==> config.mk <==
export PLATFORM = sky130hd
export DESIGN_NAME = fetch_unit
export DESIGN_NICKNAME = d
export VERILOG_FILES = /design/src/rtl/cpu_pkg.sv /design/src/rtl/pc_counter.sv /design/src/rtl/fetch_unit.sv
export SDC_FILE = /design/constraint.sdc
export NUM_CORES = 1
export LEC_CHECK = 0
export BUFFER_PORTS_ARGS = -buffer_cell sky130_fd_sc_hd__buf_2
export CAP_MARGIN = 30
export CORE_MARGIN = 3
export CORE_UTILIZATION = 41
export DETAILED_ROUTE_END_ITERATION = 6
export PLACE_DENSITY = 0.74
export SLEW_MARGIN = 20
export SYNTH_ARGS = -nofsm -noshare
export SYNTH_HDL_FRONTEND = slang
export SYNTH_SLANG_ARGS = --single-unit
==> constraint.sdc <==
create_clock -name clk -period 1.6 [get_ports clk]
set_clock_uncertainty 0.1 [all_clocks]
set_input_delay 0.16 -clock clk [delete_from_list [all_inputs] [get_ports clk]]
set_output_delay 0.16 -clock clk [all_outputs]
set_load 0.01 [all_outputs]
==> src/rtl/cpu_pkg.sv <==
// ----------------------------------------------------------------------------
// cpu_pkg
// Shared definitions for the small teaching CPU: default widths, the opcode
// map used by the control FSM, and the state encoding of the fetch stage.
// No ports; imported by fetch_unit and pc_counter.
// ----------------------------------------------------------------------------
package cpu_pkg;

   // Default instruction geometry: an 8-bit word split into a 3-bit opcode
   // and a 5-bit operand, plus the longest memory wait before giving up.
   localparam int CPU_DATA_W      = 8;
   localparam int CPU_OPC_W       = 3;
   localparam int CPU_TIMEOUT_CYC = 15;

   // Opcode map. HLT must stay at zero: an aborted fetch clears the IR and
   // control then sees a halt.
   typedef enum logic [2:0] {
      HLT = 3'd0,
      LDA = 3'd1,
      ADD = 3'd2,
      SUB = 3'd3,
      AND = 3'd4,
      BNZ = 3'd5,
      STO = 3'd6,
      JMP = 3'd7
   } opcode_t;

   // Fetch stage is either idle or waiting on an instruction-memory ack.
   typedef enum logic {
      IDLE = 1'b0,
      REQ  = 1'b1
   } fetchState_t;

endpackage

==> src/rtl/pc_counter.sv <==
// ----------------------------------------------------------------------------
// pc_counter
// Program counter for the fetch stage.
// Ports:
//   clk, rst      clock and synchronous active-high reset
//   halt          freezes the PC
//   pc_load, jmp  load command: jmp=1 jumps to operand, jmp=0 skips (+1)
//   pc_en         plain increment, lower priority than pc_load
//   operand       jump target taken from the instruction register
//   pc            current program counter
// ----------------------------------------------------------------------------
module pc_counter
   import cpu_pkg::*;
#(
   parameter int ADDR_W = CPU_DATA_W - CPU_OPC_W
) (
   input  logic              clk,
   input  logic              rst,
   input  logic              halt,
   input  logic              pc_load,
   input  logic              jmp,
   input  logic              pc_en,
   input  logic [ADDR_W-1:0] operand,
   output logic [ADDR_W-1:0] pc
);

   logic [ADDR_W-1:0] pc_q;
   logic [ADDR_W-1:0] pc_d;

   // Next-PC selection. A load always beats a plain increment, so a
   // simultaneous pc_load and pc_en moves the PC only once. Increments wrap
   // naturally at the top of the address space. Halt holds the PC.
   always_comb begin
      pc_d = pc_q;
      if (!halt) begin
         if (pc_load) begin
            if (jmp) begin
               pc_d = operand;
            end else begin
               pc_d = pc_q + 1'b1;
            end
         end else if (pc_en) begin
            pc_d = pc_q + 1'b1;
         end
      end
   end

   // PC register with synchronous reset to address zero.
   always_ff @(posedge clk) begin
      if (rst) begin
         pc_q <= '0;
      end else begin
         pc_q <= pc_d;
      end
   end

   assign pc = pc_q;

endmodule

==> src/rtl/fetch_unit.sv <==
// ----------------------------------------------------------------------------
// fetch_unit
// Instruction-fetch stage. Owns the PC (via pc_counter) and the instruction
// register, and runs a req/ack handshake to instruction memory with a bounded
// wait; a timed-out fetch loads a HALT instruction and pulses fetch_err.
// Ports:
//   clk, rst                 clock and synchronous active-high reset
//   memIns_en                fetch request from control (honoured in IDLE)
//   pc_en, pc_load, jmp      PC commands from control
//   halt                     freeze PC and block new fetches
//   imem_req, imem_addr      memory request and its latched address
//   imem_rdata, imem_ack     returned instruction and its one-cycle strobe
//   opcode, operand          fields of the instruction register
//   ir_valid                 IR holds a fetched (or forced HALT) instruction
//   pc                       current program counter
//   fetch_busy               a fetch is outstanding
//   fetch_err                one-cycle pulse when a fetch times out
// ----------------------------------------------------------------------------
module fetch_unit
   import cpu_pkg::*;
#(
   parameter  int DATA_W      = CPU_DATA_W,
   parameter  int OPC_W       = CPU_OPC_W,
   parameter  int TIMEOUT_CYC = CPU_TIMEOUT_CYC,
   localparam int ADDR_W      = DATA_W - OPC_W
) (
   input  logic              clk,
   input  logic              rst,
   input  logic              memIns_en,
   input  logic              pc_en,
   input  logic              pc_load,
   input  logic              jmp,
   input  logic              halt,
   output logic              imem_req,
   output logic [ADDR_W-1:0] imem_addr,
   input  logic [DATA_W-1:0] imem_rdata,
   input  logic              imem_ack,
   output logic [OPC_W-1:0]  opcode,
   output logic [ADDR_W-1:0] operand,
   output logic              ir_valid,
   output logic [ADDR_W-1:0] pc,
   output logic              fetch_busy,
   output logic              fetch_err
);

   localparam int CNT_W = $clog2(TIMEOUT_CYC + 1);

   fetchState_t       state_q;
   logic              imemReq_q;
   logic [ADDR_W-1:0] imemAddr_q;
   logic              fetchBusy_q;
   logic              fetchErr_q;
   logic              irValid_q;
   logic [DATA_W-1:0] ir_q;
   logic [CNT_W-1:0]  waitCnt_q;

   // The PC lives in its own block; it only ever jumps to the operand of the
   // instruction currently held in the IR.
   pc_counter #(
      .ADDR_W (ADDR_W)
   ) u_pc_counter (
      .clk     (clk),
      .rst     (rst),
      .halt    (halt),
      .pc_load (pc_load),
      .jmp     (jmp),
      .pc_en   (pc_en),
      .operand (ir_q[ADDR_W-1:0]),
      .pc      (pc)
   );

   // Fetch FSM with all outputs registered. A fetch launches from IDLE only
   // when control asks and we are not halted; the PC is copied into
   // imem_addr at launch so later PC moves cannot disturb the request.
   // In REQ the wait counter records cycles spent without an ack; the abort
   // is taken on the cycle the counter would reach TIMEOUT_CYC, so the
   // request is visible for exactly TIMEOUT_CYC cycles. An ack is checked
   // first, so it wins over a simultaneous timeout. Acks seen in IDLE and
   // fetch requests seen in REQ fall through untouched.
   always_ff @(posedge clk) begin
      if (rst) begin
         state_q     <= IDLE;
         imemReq_q   <= 1'b0;
         imemAddr_q  <= '0;
         fetchBusy_q <= 1'b0;
         fetchErr_q  <= 1'b0;
         irValid_q   <= 1'b0;
         ir_q        <= '0;
         waitCnt_q   <= '0;
      end else begin
         fetchErr_q <= 1'b0;
         case (state_q)
            IDLE: begin
               if (memIns_en && !halt) begin
                  state_q     <= REQ;
                  imemReq_q   <= 1'b1;
                  imemAddr_q  <= pc;
                  fetchBusy_q <= 1'b1;
                  irValid_q   <= 1'b0;
                  waitCnt_q   <= '0;
               end
            end
            REQ: begin
               if (imem_ack) begin
                  state_q     <= IDLE;
                  imemReq_q   <= 1'b0;
                  fetchBusy_q <= 1'b0;
                  ir_q        <= imem_rdata;
                  irValid_q   <= 1'b1;
                  waitCnt_q   <= '0;
               end else if (waitCnt_q == CNT_W'(TIMEOUT_CYC - 1)) begin
                  state_q     <= IDLE;
                  imemReq_q   <= 1'b0;
                  fetchBusy_q <= 1'b0;
                  ir_q        <= '0;
                  irValid_q   <= 1'b1;
                  fetchErr_q  <= 1'b1;
                  waitCnt_q   <= '0;
               end else begin
                  waitCnt_q <= waitCnt_q + 1'b1;
               end
            end
         endcase
      end
   end

   // Everything below is a straight copy or slice of registered state.
   assign imem_req   = imemReq_q;
   assign imem_addr  = imemAddr_q;
   assign fetch_busy = fetchBusy_q;
   assign fetch_err  = fetchErr_q;
   assign ir_valid   = irValid_q;
   assign opcode     = ir_q[DATA_W-1 -: OPC_W];
   assign operand    = ir_q[ADDR_W-1:0];

endmodule
==> results_dict.tcl <==
set metrics [dict create \
    status "finished clean" \
    via_per_inst 5.43 \
    route.detailed.drc 0 \
    synthTopCellsByArea "dfxtp_1 (46%), a21oi_1 (7.1%), a22o_1 (6.2%)" \
    die_y_um 58.6 \
    syn_area_um2 1130 \
    arrival_ns 1.68 \
    dr.pass1.iters 4 \
    portBuffers 37 \
    start_kind "flop" \
    postCtsSetupRepairBufs 0 \
    syn_area_per_cell_um2 9.46 \
    routedWlPerCell_um 14.5 \
    finalSetupTns_ns 0 \
    drive_gt1_share_pct 33.9 \
    leakage_uw 0.000640 \
    gr-usage-all-layers_pct 17.3 \
    cts_tree "yes" \
    crit_type "flop to flop" \
    gr-total-overflow 0 \
    synth-seq-area-share_pct 45.9 \
    max_clock_freq_mhz 666 \
    die_area_um2 3440 \
    worstPathRequired_ns 1.78 \
    ys_warn_count 0 \
    grt_max_degree 22 \
    syn_inst 120 \
    maxCapViolations 0 \
    rsz0062_at_grt "false" \
    power.total_uw 1310 \
    cts.sinks 26 \
    die_x_um 58.6 \
    min_path_type "input port to flop" \
    ios 38 \
    nets 188 \
    ant_nets 0 \
    synth_top_area_share_pct 45.9 \
    ys_ff_latch 26 \
    antenna_found_initial 0 \
    clock-root-buffer "clkbuf_4" \
    core_area_um2 2540 \
    num_vias 1075 \
    drt_iter0_drc 19 \
    num_rows 18 \
    worst_pin_slew_ns 0.493 \
    initial_core_util_pct 44.6 \
    power_density_nw_per_um2 875 \
    cts_max_path_buffers 2 \
    first_global_vias 1052 \
    antenna_cells 0 \
    areaGrowthSynthToFinish_pct 32.3 \
    wl_mm 2.86 \
    clk_pin_slew_ns 0.15 \
    worstSetupEndpointType "flop" \
    cts_made_buffers 3 \
    hold_viol 0 \
    grt_pass1_wl_mm 4.61 \
    synth_fp_nets 139 \
    cp_max_fo 5 \
    dpl.hpwl_mm 1.98 \
    vdd.ir_drop.worst_v 0.000781 \
    synth_largest_area_cell "dfxtp_1" \
    relSlewSlack_pct 67.1 \
    finalSetupViolCount 0 \
    finalWorstPathRequiredPeriod_ns 1.50 \
    place.gp.congestion 0.831 \
    maxSlewViolCount 0 \
    period_share_pct 93.8 \
    h-tree-depth 1 \
    clk_latency_ns 0.33 \
    synth.distinct_cells 33 \
]
-- layer usage --
metal | wire, µm | GRT usage [%]
met5 | 0 | 0
met4 | 12 | 2.91
met3 | 163 | 5.04
met2 | 1560 | 33.0
met1 | 1130 | 19.1
-- final timing paths --
path	startpoint	end	slack [ns]	cells past startpoint
min	pc_en	u_pc_counter.pc[1]	0.12	4
max reg2reg	waitCnt_q[0]	ir_q[5]	0.1	6
min reg2reg	ir_q[7]	ir_q[7]	0.39	1
max	waitCnt_q[0]	ir_q[5]	0.1	6
-- report_power, final --
part | switching, µW | total (µW) | leakage [µW] | internal (µW)
registers | 19.4 | 687 | 0.000211 | 667
logic | 90.9 | 168 | 0.000401 | 76.9
clock network | 206 | 460 | 0.0000279 | 254
total | 316 | 1310 | 0.000640 | 998
-- worst max-delay path, stage by stage (launching register included) --
cell	delay (ns)
dfxtp_2	0.39
inv_1	0.08
ha_1	0.25
a31oi_4	0.23
nor2_4	0.09
nor2_2	0.19
a22o_1	0.14
-- state kept, by name, indices dropped and copies added (netlist names) --
name / cells
ir_q: 8
state_q: 1
fetch_busy: 1
fetch_err: 1
imem_addr: 5
ir_valid: 1
u_pc_counter.pc: 5
waitCnt_q: 4
-- cell usage after synthesis (all sizes together) --
| master | instances |
|---|---|
| dfxtp | 26 |
| a21oi | 16 |
| nand2 | 12 |
| a22o | 8 |
| o21ai | 8 |
| nand3 | 7 |
| nor2 | 7 |
| buf | 5 |
| ha | 3 |
| inv | 3 |
| nand2b | 3 |
| nor3 | 3 |
| a211oi | 2 |
| a21o | 2 |
| and2 | 2 |
| nand3b | 2 |
| o32ai | 2 |
| xor2 | 2 |
| a2111oi | 1 |
| a31oi | 1 |
| clkbuf | 1 |
| nor2b | 1 |
| nor3b | 1 |
| nor4 | 1 |
| o21bai | 1 |
-- stage by stage --
stage          util (%)  area, µm²  worst slack (ns)  hold slack (ns)  cells
6_report           59.0       1500            0.0989            0.122    198
5_1_grt            59.0       1500            0.0266            0.161    198
4_1_cts            58.7       1490            0.0102            0.121    197
3_5_place_dp       52.8       1340           0.00185            0.282    184
3_3_place_gp       52.8       1340            0.0842            0.277    184
2_1_floorplan         -       1130             0.157            0.137    120
-- repair_timing --
action	4_1_cts	5_1_grt
endpoints found under the setup margin	9	9
gates resized for setup	1	1
endpoints found under the hold margin	9	0
pin swaps	0	2
hold buffers	9	0
cloned	0	1
-- cell usage in the layout, fill, tap and decap left out, types with 2 or more instances in the layout --
master	synthesis	layout
a21o_1	2	2
a21oi_1	16	16
a22o_1	8	8
and2_1	2	2
buf_2	3	37
buf_4	1	3
clkbuf_4	0	3
dfxtp_1	26	25
dlygate4sd3_1	0	9
ha_1	3	3
inv_1	2	2
nand2_1	12	12
nand2b_1	3	3
nand3_1	6	6
nand3b_1	2	2
nor2_1	5	5
nor2_4	2	2
nor3_2	2	2
o21ai_0	7	7
o32ai_1	2	2
xor2_1	2	2
-- cell families (layout without fill, tap and decap cells) --
| kind of cell | Yosys count | after routing | share of synthesized area [%] |
|---|---|---|---|
| AO/OA/AOI/OAI | 41 | 41 | 24.8 |
| XOR/XNOR | 2 | 2 | 1.54 |
| adder cells (fa/ha/maj) | 3 | 3 | 3.31 |
| buffers and inverters | 9 | 56 | 4.30 |
| flip-flops | 26 | 26 | 45.9 |
| AND/OR/NAND/NOR | 39 | 40 | 20.2 |
-- final cells by class --
| cell class | count | area [µm²] |
|---|---|---|
| inverter | 3 | 11.3 |
| tap | 30 | 37.5 |
| clock buffer | 3 | 22.5 |
| fill | 229 | 1040 |
| timing repair buffer | 49 | 298 |
| sequential | 26 | 522 |
| multi-input combinational | 86 | 581 |
| clock inverter | 1 | 30.0 |
Note: power is estimated with default switching activity, not from simulation.
